## src/rtl/atx_pkg.sv

```systemverilog
// Shared ATX control definitions: control-state codes, status frame layout and
// the SDO query/CRC constants used by sdo_responder (CRC via SDO_RESPONDER_CRC_EN).
package atx_pkg;

    typedef enum logic [1:0] {
        CTL_RESET    = 2'b00,
        CTL_POWER_ON = 2'b01,
        CTL_ICE_CONF = 2'b10,
        CTL_ICE_GOOD = 2'b11
    } ctl_state_t;

    typedef enum logic [1:0] {
        ST_HUNT  = 2'b00,
        ST_SEND  = 2'b01,
        ST_TRAIL = 2'b10
    } resp_state_t;

    localparam logic [7:0] QUERY_HDR_DEFAULT = 8'b01101001;
    localparam logic [3:0] STATUS_MAGIC      = 4'b1010;

    localparam int STATUS_LEN = 16;
    localparam int CRC_LEN    = 4;

    // x^4 + x + 1 with the x^4 term implied by the shift-out
    localparam logic [3:0] CRC4_POLY = 4'b0011;

    localparam int FRM_MAGIC_MSB    = 15;
    localparam int FRM_MAGIC_LSB    = 12;
    localparam int FRM_CTL_MSB      = 11;
    localparam int FRM_CTL_LSB      = 10;
    localparam int FRM_CS_PGOOD     = 9;
    localparam int FRM_MAIN_EN      = 8;
    localparam int FRM_ICE_CDONE    = 7;
    localparam int FRM_WDOG_TIMEOUT = 6;
    localparam int FRM_ICE_POWER    = 5;
    localparam int FRM_WDOG_INHIBIT = 4;
    localparam int FRM_SEQ_MSB      = 3;
    localparam int FRM_SEQ_LSB      = 0;

    typedef struct packed {
        logic cs_pgood;
        logic main_en;
        logic ice_cdone;
        logic wdog_timeout;
        logic ice_power;
        logic wdog_inhibit;
    } status_flags_t;

    function automatic logic [STATUS_LEN-1:0] pack_status(
        input logic [3:0]    magic,
        input logic [1:0]    ctl,
        input status_flags_t flags,
        input logic [3:0]    seq
    );
        logic [STATUS_LEN-1:0] frame;
        frame = '0;
        frame[FRM_MAGIC_MSB:FRM_MAGIC_LSB] = magic;
        frame[FRM_CTL_MSB:FRM_CTL_LSB]     = ctl;
        frame[FRM_CS_PGOOD:FRM_WDOG_INHIBIT] = flags;
        frame[FRM_SEQ_MSB:FRM_SEQ_LSB]     = seq;
        return frame;
    endfunction

endpackage

```

## src/rtl/sdo_crc4.sv

```systemverilog
// Serial CRC-4 (x^4+x+1, init 0) accumulator, one data bit per enabled sclk edge;
// instantiated by sdo_responder only when SDO_RESPONDER_CRC_EN is defined.
module sdo_crc4 (
    input  logic       sclk,
    input  logic       n_ice_reset,
    input  logic       i_clear,
    input  logic       i_enable,
    input  logic       i_data,
    output logic [3:0] o_crc
);
    import atx_pkg::*;

    logic [3:0] r_crc;
    logic       w_fb;

    assign w_fb = r_crc[3] ^ i_data;

    // NOTE: sequential state is written with <= so every register samples pre-edge values.
    always_ff @(posedge sclk or posedge n_ice_reset) begin
        if (n_ice_reset) begin
            r_crc <= '0;
        end else if (i_clear) begin
            r_crc <= '0;
        end else if (i_enable) begin
            r_crc <= {r_crc[2:0], 1'b0} ^ ({4{w_fb}} & CRC4_POLY);
        end
    end

    assign o_crc = r_crc;

endmodule

```

## src/rtl/sdo_responder.sv

```systemverilog
// Hunts for a query header on sdi and answers with a status frame on sdo.
// Defining SDO_RESPONDER_CRC_EN appends a serial CRC-4 to every frame.
module sdo_responder #(
    parameter logic [7:0] QUERY_HDR    = atx_pkg::QUERY_HDR_DEFAULT,
    parameter logic [3:0] STATUS_MAGIC = atx_pkg::STATUS_MAGIC
) (
    input  logic       sclk,
    input  logic       n_ice_reset,
    input  logic       sdi,
    input  logic       sdo_enable,
    input  logic [1:0] ctl_state,
    input  logic       cs_pgood,
    input  logic       main_en,
    input  logic       ice_cdone,
    input  logic       wdog_timeout,
    input  logic       ice_power,
    input  logic       wdog_inhibit,
    output logic       sdo,
    output logic       sdo_oe,
    output logic       busy
);
    import atx_pkg::*;

`ifdef SDO_RESPONDER_CRC_EN
    localparam int FRAME_LEN = STATUS_LEN + CRC_LEN;
`else
    localparam int FRAME_LEN = STATUS_LEN;
`endif
    localparam int CNT_W = $clog2(FRAME_LEN);
    localparam logic [CNT_W-1:0] CNT_LAST = CNT_W'(FRAME_LEN - 1);

    resp_state_t           r_state;
    resp_state_t           w_state_next;
    logic [7:0]            r_hdr;
    logic [7:0]            w_hdr_shift;
    logic [7:0]            w_hdr_next;
    logic [CNT_W-1:0]      r_cnt;
    logic [CNT_W-1:0]      w_cnt_next;
    logic [STATUS_LEN-1:0] r_frame;
    logic [3:0]            r_seq;
    logic                  w_load;
    logic                  w_frame_done;
    logic                  w_sending;
    logic                  w_sdo_bit;
    status_flags_t         w_flags;

    assign w_flags     = {cs_pgood, main_en, ice_cdone, wdog_timeout, ice_power, wdog_inhibit};
    assign w_hdr_shift = {r_hdr[6:0], sdi};
    assign w_sending   = (r_state == ST_SEND);

    // NOTE: every output of this block gets a default first, so no path can infer a latch.
    always_comb begin
        w_state_next = r_state;
        w_hdr_next   = r_hdr;
        w_cnt_next   = r_cnt;
        w_load       = 1'b0;
        w_frame_done = 1'b0;
        case (r_state)
            ST_HUNT: begin
                w_hdr_next = w_hdr_shift;
                // A header arriving without SDO ownership is dropped, not deferred
                if ((w_hdr_shift == QUERY_HDR) && sdo_enable) begin
                    w_state_next = ST_SEND;
                    w_hdr_next   = '0;
                    w_cnt_next   = CNT_LAST;
                    w_load       = 1'b1;
                end
            end
            ST_SEND: begin
                if (!sdo_enable) begin
                    w_state_next = ST_HUNT;
                end else if (r_cnt == '0) begin
                    w_state_next = ST_TRAIL;
                    w_frame_done = 1'b1;
                end else begin
                    w_cnt_next = r_cnt - CNT_W'(1);
                end
            end
            ST_TRAIL: begin
                w_state_next = ST_HUNT;
            end
            default: begin
                w_state_next = ST_HUNT;
            end
        endcase
    end

    always_ff @(posedge sclk or posedge n_ice_reset) begin
        if (n_ice_reset) begin
            r_state <= ST_HUNT;
            r_hdr   <= '0;
            r_cnt   <= '0;
        end else begin
            r_state <= w_state_next;
            r_hdr   <= w_hdr_next;
            r_cnt   <= w_cnt_next;
        end
    end

    // Status is snapshotted once per frame, then shifted out MSB-first
    always_ff @(posedge sclk or posedge n_ice_reset) begin
        if (n_ice_reset) begin
            r_frame <= '0;
        end else if (w_load) begin
            r_frame <= pack_status(STATUS_MAGIC, ctl_state, w_flags, r_seq);
        end else if (w_sending && sdo_enable) begin
            r_frame <= {r_frame[STATUS_LEN-2:0], 1'b1};
        end
    end

    always_ff @(posedge sclk or posedge n_ice_reset) begin
        if (n_ice_reset) begin
            r_seq <= '0;
        end else if (w_frame_done) begin
            r_seq <= r_seq + 4'd1;
        end
    end

`ifdef SDO_RESPONDER_CRC_EN
    logic       w_in_crc;
    logic       w_crc_en;
    logic [3:0] w_crc;

    // The low CRC_LEN counts carry the remainder; above that the status bits feed the CRC
    assign w_in_crc = (r_cnt < CNT_W'(CRC_LEN));
    assign w_crc_en = w_sending && sdo_enable && !w_in_crc;

    sdo_crc4 u_crc (
        .sclk        (sclk),
        .n_ice_reset (n_ice_reset),
        .i_clear     (w_load),
        .i_enable    (w_crc_en),
        .i_data      (r_frame[STATUS_LEN-1]),
        .o_crc       (w_crc)
    );

    assign w_sdo_bit = w_in_crc ? w_crc[r_cnt[1:0]] : r_frame[STATUS_LEN-1];
`else
    assign w_sdo_bit = r_frame[STATUS_LEN-1];
`endif

    assign sdo    = w_sending ? w_sdo_bit : 1'b1;
    assign sdo_oe = sdo_enable && w_sending;
    assign busy   = w_sending;

endmodule

```

## config.mk

```make
export PLATFORM = sky130hd
export DESIGN_NAME = sdo_responder
export DESIGN_NICKNAME = d
export VERILOG_FILES = /design/src/rtl/atx_pkg.sv /design/src/rtl/sdo_crc4.sv /design/src/rtl/sdo_responder.sv
export SDC_FILE = /design/constraint.sdc
export NUM_CORES = 1
export LEC_CHECK = 0
export ABC_AREA = 1
export BUFFER_PORTS_ARGS = -buffer_cell sky130_fd_sc_hd__buf_2
export CAP_MARGIN = 20
export CORE_MARGIN = 3
export CORE_UTILIZATION = 45
export CTS_BUF_LIST = sky130_fd_sc_hd__clkbuf_8
export DETAILED_ROUTE_END_ITERATION = 16
export PLACE_DENSITY = 0.69
export RECOVER_POWER = 25
export SETUP_SLACK_MARGIN = 0.5
export SYNTH_ARGS = -nofsm -noshare
export SYNTH_HDL_FRONTEND = slang
export SYNTH_SLANG_ARGS = --single-unit
```

## constraint.sdc

```tcl
create_clock -name sclk -period 1.9 [get_ports sclk]
set_clock_uncertainty 0.05 [all_clocks]
set_input_delay 0.095 -clock sclk [delete_from_list [all_inputs] [get_ports sclk]]
set_output_delay 0.095 -clock sclk [all_outputs]
set_load 0.005 [all_outputs]
```

Word level (Yosys, flattened, before mapping)
Index checks and enable logic that the tools add are counted.

Add/sub/neg operators: 2. Multiply operators: 0. Div/mod/pow operators: 0. Magnitude comparators: 0. Equality and inequality tests: 6. Shift operators: 0. Mux-type cells: 17. Bitwise gates (word level): 0. Reduce and logical (&&, ||, !) cells: 8.

Operators with widths (count): $mux 16 (2); $mux 4 (3); $eq 8x7->1 const B (1); $pmux 4 s2 (1); $mux 7 (1); $mux 1 (6); $mux 2 (3); $ne 2x2->1 const B (3); $add 4x1->4 const B (1); $logic_not 4->1 (1); $pmux 2 s2 (1); $reduce_and 4->1 (1); $reduce_bool 2->1 (2); $sub 4x1->4 const B (1); $ne 3x2->1 const B (1); $eq 2x1->1 const B (1); $logic_and 1x1->1 (2); $logic_not 2->1 (1); $reduce_and 2->1 (1).

Bits in registers: 33. Bits in latches: 0. Memory bits (writable): 0. ROM bits: 0. Input bits: 12. Output and inout bits: 3. Word-level logic and storage cells: 38. Memories kept: 0.

Longest topological paths before layout
Word-level depth: 5. Gate-level depth with buffers: 11. Gate-level depth less buffers: 10.

Least setup slack after synthesis
No wires, ideal clock.

Path kind: register -> register. Start: register r_state[0]. End: register r_frame[1]. Library setup time: 0.125 ns. Data arrival time: 1.155 ns. Required time: 1.725 ns. Slack: 0.570 ns. Stages on the path, launching flop included: 6. Buffers on the path: 1. Period minus slack after synthesis: 1.330 ns. Path through: dfrtp_1 -> nor2_2 -> nand4_1 -> buf_2 -> nand3_1 -> nand3_1.

Word-level cells in the longest chain between the ends: 3. Elaborated cells between the ends (all ways): 6. Classes of those cells: eq/ne (1); mux (2); reduce/logical (3).

RTL lines: from (decl) (RTL line sdo_responder.sv:32) `resp_state_t r_state;`; from (signal assigned) (RTL line sdo_responder.sv:94) `r_state <= w_state_next;`; $logic_not 2->1 / $eq 2x1->1 (equally long branches) (RTL line sdo_responder.sv:58, sdo_responder.sv:49); $mux 1 / $logic_and 1x1->1 (equally long branches) (RTL line sdo_responder.sv:58, sdo_responder.sv:106); $mux 16 / $reduce_bool 2->1 (equally long branches); to (signal assigned) (RTL line sdo_responder.sv:105) `r_frame <= pack_status(STATUS_MAGIC, ctl_state, w_flags, r_seq);`; to (signal assigned) (RTL line sdo_responder.sv:107) `r_frame <= {r_frame[STATUS_LEN-2:0], 1'b1};`; to (decl) (RTL line sdo_responder.sv:39) `logic [STATUS_LEN-1:0] r_frame;`.

Several ways; a longest one is shown, not always the timed one. A chain may end at the register's enable or synchronous reset.

Worst setup path after layout
Start: register r_state[1]. End: output sdo.

Word-level cells in the longest chain between the ends: 2.

RTL lines: $eq 2x1->1 (RTL line sdo_responder.sv:49) `assign w_sending = (r_state == ST_SEND);`; $mux 1 (RTL line sdo_responder.sv:142) `assign sdo = w_sending ? w_sdo_bit : 1'b1;`; to (decl) (RTL line sdo_responder.sv:18) `output logic sdo,`.

Every way passes these cells.

==> results.txt <==
routed len/inst: 11.6 um
area delta synth->final: 24.4%
drc violations: 0
final hold viol count: 0
setup violators final: 0
clock latency on the worst-skew pair: 0.28 ns
Synth area leader: dfrtp_1
Final nets: 290
area of the mapped netlist: 0.00178 mm2
flops & latches, synth: 33
met3 usage in global routing: 0.0389
crit path kind: reg -> out
vias in the first global route: 1392
clk root buf: clkbuf_8
min-delay src: sdi
Slew Limit Fails: 0
R2R depth: 7
EDFF count, synth: 0
layout cells sized above 1: 0.227
via count: 1545
htree depth: 2
RSZ-0062 raised after global routing: yes
final setup TNS: 0 ns
Yosys Warn Count: 0
HP Class: in -> reg
Pwr per Cell Area: 658 mW/mm2
Final Util: 0.590
minimum clock period: 1.38 ns
Synth top area share: 0.465
Synth Net Count: 253
critical path arrival: 1.24 ns
CP required: 1.75 ns
top cells by area, synth: dfrtp_1 (46%), nand2_1 (18%), inv_1 (9.3%)
first-pass GRT wire length: 5.95 mm
syn avg cell area: 7.43 um2
Worst setup SP type: flop
Bufs on Longest Clock Path: 2
CTS Buf Count: 5
Crit Reg-Reg Startpoint: r_state[1]
CTS sink count: 33
WL final: 3.75 mm
GRT met1 Usage: 0.215
max_cap viols: 0
endpoint class of the critical path: output pin
initial DRC count: 96
FP Rows: 22
total die area: 0.00474 mm2
Die Y: 68.8 um
Slew HR: 0.455
grt total ovfl: 0
Via density: 4.75
largest net degree at the start of global routing: 34
Starting Density: 0.475
cells after synthesis: 239
status: completed
worst hold stages: 3
r2r endpoint: r_frame[13]
final cycle utilization of the critical path: 0.729
ys async rst share: 1.00
library cells used by synthesis: 23
CORE AREA: 0.00374 mm2
sequential share of the synthesized area: 0.465
Crit Path Max Fanout: 3
Worst Max-Slew Pin Slew: 0.818 ns
PortBufs: 14
Die Width: 68.8 um
Worst VDD drop: 0.368 mV
number of iterations in the first detailed-routing pass: 4
remaining antenna violation count after routing: 0
# IOs: 15
Worst Hold End: r_hdr[0]
overall routing resource usage: 0.170
global routing usage on met2: 0.271
initial antenna violation count: 0
leakage: 1.28 nW
layer with the highest usage: met2
RePlAce Congestion: 0.770
Achievable Freq: 722 MHz
R2R setup slack: 0.54 ns
TritonCTS clock tree: built
Antenna diodes: 0
ys flop type: dfrtp_1
post-DP HPWL: 2.36 mm
Worst-path clk slew: 0.06 ns
==> cells in the final DEF (no fill, tap or decap), types with 2 or more instances in the layout <==
master / n
clkinv_1: 2
nand4_1: 15
inv_2: 4
nand2_1: 82
buf_4: 14
buf_6: 2
buf_2: 15
nor2_1: 7
nand3_1: 16
nand2_2: 3
dfrtp_1: 32
or2_2: 2
inv_1: 44
nor2_4: 4
xor2_1: 3
clkbuf_8: 5
o21ai_0: 9
nand2_4: 2
nand3_4: 2
==> metal layers <==
metal	vias up	wire length (um)	share of wire
met3	4	158	0.042
met5	-	0	0
met4	0	46	0.012
li1	814	-	-
met2	28	1820	0.48
met1	699	1730	0.46
==> power by group <==
group / internal, W / switching (W) / leakage, nW
logic: 0.0000781 / 0.000114 / 0.814
registers: 0.000753 / 0.0000331 / 0.417
clock network: 0.000244 / 0.000234 / 0.0519
==> how the worst max path moves through the flow <==
stage / startpoint / to / slack [ns] / cells after the start
floorplan: r_state[0] / r_frame[1] / 0.57 / 5
global placement: r_state[1] / r_cnt[0] / 0.35 / 7
detailed placement: r_state[1] / r_cnt[1] / 0.36 / 7
CTS: r_hdr[3] / r_cnt[1] / 0.45 / 6
global route: r_state[1] / r_frame[3] / 0.45 / 10
finish: r_state[1] / sdo / 0.52 / 4
==> kinds of logic after synthesis <==
group	count (synthesis)	synth area share
xor+xnor	3	0.0148
simple gates	136	0.350
flops	33	0.465
compound gates	11	0.0324
buf+inv	54	0.124
fa+ha+maj	2	0.0141
==> registers in the layout, indices dropped and copies added (netlist names) <==
signal   flops
r_cnt        4
r_frame     16
r_hdr        7
r_seq        4
r_state      2
==> per-stage QoR <==
step	total power, W	instance area [um2]	hold WS [ns]	setup slack [ns]	std cells
6_report	0.00145	2210	0.0465	0.516	325
5_1_grt	0.00154	2210	0.0823	0.448	325
4_1_cts	0.00145	2050	0.0508	0.452	312
3_5_place_dp	0.000961	1900	0.160	0.362	300
3_3_place_gp	0.000957	1900	0.159	0.349	300
2_1_floorplan	0.000914	1780	0.174	0.570	239
==> cells in the mapped netlist (2+ instances only) <==
master / number
buf_2: 2
buf_4: 2
clkinv_1: 2
dfrtp_1: 33
ha_1: 2
inv_1: 44
inv_2: 2
nand2_1: 85
nand3_1: 17
nand4_1: 15
nor2_1: 8
nor2_2: 2
nor2_4: 2
o21ai_0: 10
or2_2: 3
xor2_1: 3
==> worst max-delay path, stage by stage (launching register included) <==
cell and delay [ns]:
dfrtp_1 0.42, inv_2 0.10, nand2_4 0.09, or2_4 0.23, buf_2 0.13
==> area by class of cell <==
type	instances	area, um2
timing repair buffer	34	238
multi-input combinational	154	817
inverter	48	188
sequential	33	827
clock inverter	3	11.3
fill	364	1530
tap	48	60.1
clock buffer	5	68.8
==> timing repair <==
| action | CTS | global route |
|---|---|---|
| hold buffers | 1 | 0 |
| setup endpoints to repair | 19 | 26 |
| setup buffers | 3 | 11 |
| endpoints found under the hold margin | 33 | 0 |
| cloned | 0 | 2 |
| gates resized for setup | 10 | 15 |
| pin swaps | 2 | 6 |
Power figures use the tool's default switching activity.
